File: src/rtl/sata_phy_pkg.sv
// Shared SATA PHY constants: primitive encodings, receive-align state encoding
// and a lane encoder for one-hot comma hit vectors.
package sata_phy_pkg;

  localparam logic [7:0]  K28_5  = 8'hBC;
  localparam logic [31:0] ALIGNP = 32'h7B4A4ABC;
  localparam logic [31:0] SYNCP  = 32'hB5B5957C;
  localparam logic [31:0] CONTP  = 32'h9999AA7C;

  localparam logic [1:0] ST_HUNT   = 2'd0;
  localparam logic [1:0] ST_CHECK  = 2'd1;
  localparam logic [1:0] ST_LOCKED = 2'd2;

  typedef enum logic [1:0] {
    HUNT   = ST_HUNT,
    CHECK  = ST_CHECK,
    LOCKED = ST_LOCKED
  } rx_state_t;

  // Only meaningful for a one-hot input; anything else maps to lane 0.
  function automatic logic [1:0] hit_lane_of(input logic [3:0] hits);
    logic [1:0] lane;
    case (hits)
      4'b0010: lane = 2'd1;
      4'b0100: lane = 2'd2;
      4'b1000: lane = 2'd3;
      default: lane = 2'd0;
    endcase
    return lane;
  endfunction

endpackage

File: src/rtl/sata_rx_rotate.sv
// Combinational byte/K rotator: builds a dword starting at byte p of the
// previous raw word, borrowing the missing high bytes from the current word.
module sata_rx_rotate (
  input  logic [31:0] data,
  input  logic [3:0]  k,
  input  logic [31:0] prev_data,
  input  logic [3:0]  prev_k,
  input  logic [1:0]  p,
  output logic [31:0] rot_data,
  output logic [3:0]  rot_k
);

  logic [63:0] cat_data;
  logic [7:0]  cat_k;

  assign cat_data = {data, prev_data};
  assign cat_k    = {k, prev_k};

  genvar gi;
  generate
    for (gi = 0; gi < 4; gi++) begin : g_lane
      logic [2:0] src;
      assign src                 = 3'(gi) + {1'b0, p};
      assign rot_data[8*gi +: 8] = cat_data[{src, 3'b000} +: 8];
      assign rot_k[gi]           = cat_k[src];
    end
  endgenerate

endmodule

File: src/rtl/sata_rx_align.sv
// Receive comma alignment: locks onto the K28.5 lane of repeated ALIGNp,
// rotates every dword so the comma sits in byte 0 and strips ALIGNp.
module sata_rx_align
  import sata_phy_pkg::*;
#(
  parameter int C_LOCK_CNT   = 2,
  parameter int C_LOSS_CNT   = 4,
  parameter int C_DROP_ALIGN = 1
) (
  input  logic        clk_75m,
  input  logic        host_rst_n,
  input  logic        link_up,
  input  logic [31:0] rxdata_fis,
  input  logic [3:0]  rxcharisk,
  output logic [31:0] phy2cs_data,
  output logic        phy2cs_k,
  output logic        phy2cs_valid,
  output logic        aligned,
  output logic        align_det,
  output logic [1:0]  comma_lane,
  output logic [7:0]  realign_cnt
);

  localparam logic [3:0] LOCK_TGT = 4'(C_LOCK_CNT);
  localparam logic [3:0] LOSS_TGT = 4'(C_LOSS_CNT);

  logic [31:0] d1_data_reg;
  logic [3:0]  d1_k_reg;
  rx_state_t   state_reg, state_next;
  logic [1:0]  p_reg, p_next;
  logic [3:0]  lock_cnt_reg, lock_cnt_next, loss_cnt_reg, loss_cnt_next;
  logic [7:0]  realign_cnt_reg, realign_cnt_next;
  logic [31:0] data_reg;
  logic        k_reg, valid_reg, align_det_reg;

  logic [31:0] rot_data;
  logic [3:0]  rot_k, hit, lock_inc, loss_inc;
  logic [7:0]  realign_inc;
  logic [1:0]  hit_lane;
  logic        any_hit, single_hit, rot_is_align, seed, pass_word, det_word;

  sata_rx_rotate u_rotate (
    .data      (rxdata_fis),
    .k         (rxcharisk),
    .prev_data (d1_data_reg),
    .prev_k    (d1_k_reg),
    .p         (p_reg),
    .rot_data  (rot_data),
    .rot_k     (rot_k)
  );

  // Comma hits are taken on the delayed word, which is where a rotated dword starts.
  genvar gi;
  generate
    for (gi = 0; gi < 4; gi++) begin : g_hit
      assign hit[gi] = d1_k_reg[gi] && (d1_data_reg[8*gi +: 8] == K28_5);
    end
  endgenerate

  assign any_hit      = |hit;
  assign single_hit   = $onehot(hit);
  assign hit_lane     = hit_lane_of(hit);
  assign rot_is_align = (rot_data == ALIGNP) && (rot_k == 4'b0001);
  assign lock_inc     = lock_cnt_reg + 4'd1;
  assign loss_inc     = loss_cnt_reg + 4'd1;
  assign realign_inc  = (realign_cnt_reg == 8'hFF) ? realign_cnt_reg : realign_cnt_reg + 8'd1;

  always_comb begin
    state_next       = state_reg;
    p_next           = p_reg;
    lock_cnt_next    = lock_cnt_reg;
    loss_cnt_next    = loss_cnt_reg;
    realign_cnt_next = realign_cnt_reg;
    seed             = 1'b0;
    if (!link_up) begin
      state_next    = HUNT;
      lock_cnt_next = '0;
      loss_cnt_next = '0;
      if (state_reg == LOCKED) realign_cnt_next = realign_inc;
    end else begin
      case (state_reg)
        HUNT: seed = single_hit;
        CHECK: begin
          if (single_hit && hit_lane != p_reg) begin
            seed = 1'b1;
          end else if (single_hit && rot_is_align) begin
            lock_cnt_next = lock_inc;
            if (lock_inc >= LOCK_TGT) state_next = LOCKED;
          end
        end
        LOCKED: begin
          if (single_hit && hit_lane == p_reg) begin
            loss_cnt_next = '0;
          end else if (any_hit) begin
            if (loss_inc >= LOSS_TGT) begin
              state_next       = HUNT;
              loss_cnt_next    = '0;
              lock_cnt_next    = '0;
              realign_cnt_next = realign_inc;
            end else begin
              loss_cnt_next = loss_inc;
            end
          end
        end
        default: state_next = HUNT;
      endcase
    end
    // A mis-laned hit in CHECK restarts the hunt from that hit immediately.
    if (seed) begin
      p_next        = hit_lane;
      lock_cnt_next = 4'd1;
      loss_cnt_next = '0;
      state_next    = (LOCK_TGT <= 4'd1) ? LOCKED : CHECK;
    end
  end

  assign det_word  = (state_next == LOCKED) && rot_is_align;
  assign pass_word = (state_next == LOCKED) && !((C_DROP_ALIGN != 0) && rot_is_align);

  always_ff @(posedge clk_75m or negedge host_rst_n) begin
    if (!host_rst_n) begin
      d1_data_reg     <= '0;
      d1_k_reg        <= '0;
      state_reg       <= HUNT;
      p_reg           <= '0;
      lock_cnt_reg    <= '0;
      loss_cnt_reg    <= '0;
      realign_cnt_reg <= '0;
      data_reg        <= '0;
      k_reg           <= 1'b0;
      valid_reg       <= 1'b0;
      align_det_reg   <= 1'b0;
    end else begin
      d1_data_reg     <= rxdata_fis;
      d1_k_reg        <= rxcharisk;
      state_reg       <= state_next;
      p_reg           <= p_next;
      lock_cnt_reg    <= lock_cnt_next;
      loss_cnt_reg    <= loss_cnt_next;
      realign_cnt_reg <= realign_cnt_next;
      valid_reg       <= pass_word;
      align_det_reg   <= det_word;
      if (pass_word) begin
        data_reg <= rot_data;
        k_reg    <= rot_k[0];
      end
    end
  end

  assign phy2cs_data  = data_reg;
  assign phy2cs_k     = k_reg;
  assign phy2cs_valid = valid_reg;
  assign aligned      = (state_reg == LOCKED);
  assign align_det    = align_det_reg;
  assign comma_lane   = p_reg;
  assign realign_cnt  = realign_cnt_reg;

endmodule

File: config.mk
export PLATFORM = sky130hd
export DESIGN_NAME = sata_rx_align
export DESIGN_NICKNAME = d
export VERILOG_FILES = /design/src/rtl/sata_phy_pkg.sv /design/src/rtl/sata_rx_rotate.sv /design/src/rtl/sata_rx_align.sv
export SDC_FILE = /design/constraint.sdc
export NUM_CORES = 1
export LEC_CHECK = 0
export BUFFER_PORTS_ARGS = -buffer_cell sky130_fd_sc_hd__buf_4
export CAP_MARGIN = 10
export CORE_AREA = 3 3 114 116
export CTS_CLUSTER_DIAMETER = 30
export CTS_CLUSTER_SIZE = 12
export DETAILED_ROUTE_END_ITERATION = 8
export DIE_AREA = 0 0 117 119
export HOLD_SLACK_MARGIN = 0.12
export SYNTH_ARGS = -nofsm -noshare
export SYNTH_HDL_FRONTEND = slang
export SYNTH_SLANG_ARGS = --single-unit
File: constraint.sdc
create_clock -name clk_75m -period 4.75 [get_ports clk_75m]
set_input_delay 0.475 -clock clk_75m [delete_from_list [all_inputs] [get_ports clk_75m]]
set_output_delay 0.475 -clock clk_75m [all_outputs]
set_load 0.02 [all_outputs]
==> results.json, run 1 <==
{
  "status": "finished, final reports clean",
  "worst_slew_pin_slew_ns": 0.6025,
  "core-area_mm2": 0.01201,
  "path_clk_slew_ns": 0.06,
  "cts_buffer_depth": 2,
  "slew_violations": 0,
  "fin_setup_tns_ns": 0,
  "max_slew_margin_pct": 59.83,
  "cts_sinks": 91,
  "fp.dieH_um": 119,
  "cts_tree": "built",
  "root_buffer": "clkbuf_16",
  "post_drt_wl_per_cell_um": 18.87,
  "diodes": 0,
  "max_stage_delay_ns": 0.48,
  "grt_pass1_wl_um": 18310,
  "power.total_w": 0.001917,
  "crit_type": "reg2reg",
  "reg2reg_from": "d1_data_reg[30]$_DFF_PN0_",
  "antenna_found_initial": 0,
  "end_kind": "flip-flop",
  "ant_nets": 0,
  "pin_count": 85,
  "firstDrtPassIters": 4,
  "ys_ff_latch": 91,
  "grt_pass1_vias": 3337,
  "setup_viol": 0,
  "cpLargestDelayFamily": "simple AND/OR/NAND/NOR gates",
  "final_nets": 493,
  "critPathArrivalTime_ns": 4.39,
  "area.growth.synth_to_final_pct": 21.97,
  "drv_cap": 0,
  "io_buffers": 84,
  "synth.distinct_cells": 55,
  "final_layout_size_suffix_gt1_share_pct": 40.04,
  "rows": 40,
  "power_density_mw_per_mm2": 330.5,
  "cts_buffers": 9,
  "syn_inst": 356,
  "drtIter0Drc": 168,
  "routed_wl_um": 11210,
  "rsz0062_at_grt": "false",
  "min_period_ns": 4.165,
  "fin_skew_ns": 0.007117,
  "track_usage_pct": 17.38,
  "ys_seq_area_share_pct": 47.89,
  "critPathBufInv": 2,
  "synth_ff_type": "dfrtp_1",
  "r2r_end": "phy2cs_data[22]$_DFFE_PN0P_",
  "ctsResizeCount": 0,
  "htreeDepth": 3,
  "hold_path.class": "in2async",
  "timing.fmax_mhz": 240.1,
  "cpMaxStageDelayCell": "nor3b_1",
  "reg2reg_depth": 12,
  "die-area_mm2": 0.01392,
  "vdd_ir_drop_max_mv": 0.2378,
  "worstPathMaxFanout": 34,
  "synth_fp_nets": 406,
  "synth-edff-count": 0,
  "routed-via-count": 3250,
  "start_util_pct": 39.58,
  "gp_congestion": 0.8333,
  "postCtsSetupBuffers": 0,
  "synthesis.area_mm2": 0.004755,
  "crit_top_cell": "ha_1",
  "die_x_um": 117,
  "period_share_pct": 87.69,
  "yosys_warnings": 0,
  "cp_cell_sequence": "and4b_1 > nand4_1 > inv_1 > fa_1 > ha_1 > ha_1 > nor3b_1 > a21oi_2 > nand2b_4 > nor4b_4 > buf_4 > mux2_2",
  "hold_violations": 0,
  "required_ns": 4.97,
  "routed_via_density": 5.471,
  "clk_latency_ns": 0.34,
  "reg2reg_slack_ns": 0.58,
  "grt_remaining_overflow": 0,
  "syn_area_per_cell_um2": 13.36,
  "dp_hpwl_um": 8431,
  "hold_buffers": 0,
  "grt_max_degree": 48,
  "synthArstFlopShare_pct": 100.0,
  "remaining_drc_errors": 0,
  "leakage_nw": 2.632,
  "start_kind": "flip-flop"
}
[power by group]
part | total (W) | internal [W] | switching [W]
logic | 0.000332 | 0.000167 | 0.000165
registers | 0.000875 | 0.000827 | 0.0000482
clock network | 0.000710 | 0.000417 | 0.000293
[logic make-up after synthesis]
kind of cell | share of synthesized area, %
compound gates | 4.658
xor+xnor | 2.579
fa+ha+maj | 3.053
buf+inv | 3.579
flops | 47.89
mux | 25.76
simple gates | 12.47
[cell usage in the layout, fill, tap and decap left out, types with 4 or more instances in the layout]
cell and instances:
mux4_2 24, nor3_1 9, nand4b_1 6, mux2_2 34
ha_1 10, mux2i_1 11, dfrtp_1 89, o21ai_0 7
nor2_1 15, nand2_1 23, nor3b_1 5, or3_1 4
inv_1 17, xor2_1 6, clkbuf_16 9, mux4_1 6
a21oi_1 6, nand3_1 8, buf_4 89, xnor2_1 8
nand2b_1 7
[layer usage]
layer | vias up | share of wire (%) | GRT usage [%]
met1 | 1660 | 44 | 23.62
met4 | 0 | 0.95 | 3.656
met5 | - | 0 | 0
met2 | 72 | 50 | 27.06
li1 | 1510 | - | -
met3 | 8 | 5.5 | 5.996
[worst max path at each step]
stage / from / endpoint / slack [ns] / cells past startpoint
floorplan: comma_lane[0]$_DFFE_PN0P_ / state_reg[1]$_DFF_PN0_ / 1.07 / 13
global placement: d1_data_reg[30]$_DFF_PN0_ / phy2cs_data[10]$_DFFE_PN0P_ / 0.71 / 12
detailed placement: d1_data_reg[30]$_DFF_PN0_ / phy2cs_data[9]$_DFFE_PN0P_ / 0.60 / 12
CTS: d1_data_reg[30]$_DFF_PN0_ / phy2cs_data[22]$_DFFE_PN0P_ / 0.60 / 12
global route: d1_data_reg[25]$_DFF_PN0_ / phy2cs_data[4]$_DFFE_PN0P_ / 0.25 / 12
finish: d1_data_reg[30]$_DFF_PN0_ / phy2cs_data[22]$_DFFE_PN0P_ / 0.58 / 12
[worst reg2reg max path, delay by kind of cell (launching register included)]
| kind | cells | cell delay (ns) |
|---|---|---|
| adder cells (fa/ha/maj) | 3 | 0.89 |
| AND/OR/NAND/NOR | 5 | 1.56 |
| AO/OA/AOI/OAI | 1 | 0.15 |
| flip-flops | 1 | 0.41 |
| multiplexers | 1 | 0.41 |
| buffers and inverters | 2 | 0.61 |
[cell type report]
cell class              count  area (um^2)
repair buffers             89        668.1
clock buffers              10        239.0
multi-input cells         234         2307
fillers                  1079         6212
well taps                 147        183.9
inverters                  18        67.56
clock inverters             5        53.80
flip-flops and latches     91         2280
[metrics by stage]
stage / setup WS [ns] / utilization [%] / cells / hold slack [ns] / area [um^2]
5_1_grt: 0.2476 / 48.28 / 594 / 0.1623 / 5799
3_5_place_dp: 0.6002 / 45.84 / 579 / 0.4781 / 5507
6_report: 0.5846 / 48.28 / 594 / 0.1255 / 5799
3_3_place_gp: 0.7114 / 45.84 / 579 / 0.4726 / 5507
2_1_floorplan: 1.066 / - / 356 / 0.1794 / 4755
4_1_cts: 0.6036 / 48.28 / 594 / 0.1508 / 5799
[cell usage after synthesis (2+ instances only)]
library cell	n	area, um^2
dfrtp_1	91	2277
mux2_2	34	382.9
mux4_2	24	540.5
nand2_1	23	86.33
inv_1	17	63.81
nor2_1	15	56.30
mux2i_1	11	110.1
ha_1	10	125.1
nor3_1	9	45.04
nand3_1	8	40.04
xnor2_1	8	70.07
nand2b_1	7	43.79
o21ai_0	7	35.03
a21oi_1	6	30.03
mux4_1	6	157.7
nand4b_1	6	52.55
xor2_1	6	52.55
buf_6	5	56.30
nor3b_1	5	37.54
buf_2	4	20.02
or3_1	4	25.02
buf_4	3	22.52
mux2_1	3	33.78
nor2b_1	3	18.77
or2_2	3	18.77
or4_1	3	22.52
a211oi_1	2	15.01
a21oi_2	2	17.52
and2_1	2	12.51
nor4b_1	2	17.52
o221ai_1	2	17.52
o22ai_1	2	12.51
(Power assumes the default switching activity.)
==> run 2: changes to the inputs <==
--- a/config.mk
+++ b/config.mk
@@ -7,11 +7,11 @@
 export LEC_CHECK = 0
 export BUFFER_PORTS_ARGS = -buffer_cell sky130_fd_sc_hd__buf_4
 export CAP_MARGIN = 10
-export CORE_AREA = 3 3 114 116
+export CORE_AREA = 2 2 113 115
 export CTS_CLUSTER_DIAMETER = 30
 export CTS_CLUSTER_SIZE = 12
 export DETAILED_ROUTE_END_ITERATION = 8
-export DIE_AREA = 0 0 117 119
+export DIE_AREA = 0 0 115 117
 export HOLD_SLACK_MARGIN = 0.12
 export SYNTH_ARGS = -nofsm -noshare
 export SYNTH_HDL_FRONTEND = slang
==> results.json, run 2 (synthesis gave the netlist of run 1 again) <==
{
  "remaining_drc_errors": 0,
  "swShare_pct": 25.71,
  "fp.dieH_um": 117,
  "worstPathMaxFanout": 34,
  "p_int_w": 0.001464,
  "start_kind": "flip-flop",
  "reg2reg_slack_ns": 0.58,
  "period_share_pct": 87.77,
  "cts_buffers": 9,
  "hold_buffers": 1,
  "preCtsSetupSlack_ns": 0.5695,
  "power.switching_w": 0.0005069,
  "fin_setup_tns_ns": 0,
  "io_buffers": 84,
  "fin_ws_ns": 0.5808,
  "setup_viol": 0,
  "cts_buffer_depth": 2,
  "path_clk_slew_ns": 0.06,
  "finalInstanceArea_mm2": 0.005837,
  "area.growth.synth_to_final_pct": 22.76,
  "start_util_pct": 38.62,
  "postCtsSetupBuffers": 0,
  "antenna_found_initial": 0,
  "gp_congestion": 0.8720,
  "max_slew_margin_pct": 50.84,
  "track_usage_pct": 17.81,
  "diodes": 0,
  "power_frac_comb_pct": 16.9,
  "rsz0062_at_grt": "false",
  "routed-via-count": 3266,
  "drv_cap": 0,
  "ctsResizeCount": 0,
  "crit_path_end": "phy2cs_data[1]$_DFFE_PN0P_",
  "routed_wl_um": 10910,
  "die-area_mm2": 0.01346,
  "hold_violations": 0,
  "leakage_nw": 2.643,
  "grt_remaining_overflow": 0,
  "dp_hpwl_um": 8235,
  "post_drt_wl_per_cell_um": 18.25,
  "reg2reg_from": "d1_data_reg[25]$_DFF_PN0_",
  "worst_slew_pin_slew_ns": 0.7373,
  "fin_skew_ns": 0.005270,
  "place_area_mm2": 0.005510,
  "routed_via_density": 5.462,
  "core-area_mm2": 0.01231,
  "grt_max_degree": 59,
  "die_x_um": 115,
  "startpoint": "d1_data_reg[25]$_DFF_PN0_",
  "required_ns": 4.98,
  "ant_nets": 0,
  "grt_pass1_vias": 3255,
  "htreeDepth": 3,
  "crit_type": "reg2reg",
  "min_period_ns": 4.169,
  "reg2reg_depth": 12,
  "root_buffer": "clkbuf_16",
  "seq_power_share_pct": 44.3,
  "cts_sinks": 91,
  "p_clk_share_pct": 38.8,
  "power_density_mw_per_mm2": 337.7,
  "hold_ws_ns": 0.2312,
  "clk_latency_ns": 0.35,
  "r2r_end": "phy2cs_data[1]$_DFFE_PN0P_",
  "cts_tree": "built",
  "slew_violations": 0,
  "firstDrtPassIters": 4,
  "hold_path.class": "in2reg",
  "status": "finished, final reports clean",
  "final_layout_size_suffix_gt1_share_pct": 39.96,
  "final_nets": 494,
  "drtIter0Drc": 195,
  "final_cell_mix": "89 x dfrtp_1, 89 x buf_4, 34 x mux2_2",
  "timing.fmax_mhz": 239.9,
  "utilization_pct": 47.41,
  "vdd_ir_drop_max_mv": 0.2335,
  "rows": 41,
  "pin_count": 85,
  "grt_pass1_wl_um": 17780,
  "end_kind": "flip-flop",
  "critPathArrivalTime_ns": 4.40
}
run 2: changes by cell type in the layout (fill, tap and decap cells not counted):
cell           delta
bufinv_16         +1
clkinv_4          -1
clkinv_2          -1
dlygate4sd3_1     +1
clkinvlp_4        +1
run 2: how the worst min path moves through the flow:
| stage | start | endpoint | slack (ns) | cells past startpoint |
|---|---|---|---|---|
| 2_1_floorplan | host_rst_n | align_det$_DFF_PN0_ | 0.18 | 0 |
| 5_1_grt | rxdata_fis[26] | d1_data_reg[26]$_DFF_PN0_ | 0.22 | 1 |
| 6_report | rxdata_fis[26] | d1_data_reg[26]$_DFF_PN0_ | 0.23 | 1 |
| 3_3_place_gp | host_rst_n | phy2cs_data[24]$_DFFE_PN0P_ | 0.45 | 1 |
| 4_1_cts | rxdata_fis[26] | d1_data_reg[26]$_DFF_PN0_ | 0.22 | 1 |
| 3_5_place_dp | host_rst_n | phy2cs_data[24]$_DFFE_PN0P_ | 0.45 | 1 |
run 2: per-stage QoR:
stage                     instances  power (W)
after floorplan                 356   0.001079
after global placement          582   0.001218
after detailed placement        582   0.001223
after CTS                       598   0.001995
after global routing            598   0.002060
final                           598   0.001971
run 2: power groups by stage:
stage	combinational [W]	sequential (W)	clock (W)
2_1_floorplan	0.000171	0.000908	0
4_1_cts	0.000338	0.000874	0.000784
3_3_place_gp	0.000333	0.000885	0
3_5_place_dp	0.000335	0.000887	0
6_report	0.000333	0.000873	0.000765
5_1_grt	0.000363	0.000881	0.000816
run 2: routing by layer:
metal	vias to the layer above	wire length (um)	GRT usage (%)
li1	1509	-	-
met1	1646	5022	24.32
met2	97	5127	27.37
met3	14	555	4.686
met4	0	208	7.068
met5	-	0	0
run 2: layout make-up:
type	count	area, um^2
clock inverters	5	77.57
fillers	1135	6475
clock buffers	10	239.0
repair buffers	90	678.2
inverters	18	67.56
flip-flops and latches	91	2280
well taps	150	187.7
multi-input cells	234	2307
run 2: worst max-delay path, cell delays in order (launching register included):
cell and delay [ns]:
dfrtp_1 0.41, nor3b_1 0.30, nand4_1 0.40, inv_1 0.17, fa_1 0.43, ha_1 0.22
ha_1 0.26, nor3b_1 0.44, a21oi_2 0.15, nand2b_4 0.19, nor4b_4 0.22, buf_4 0.42
mux2_2 0.39
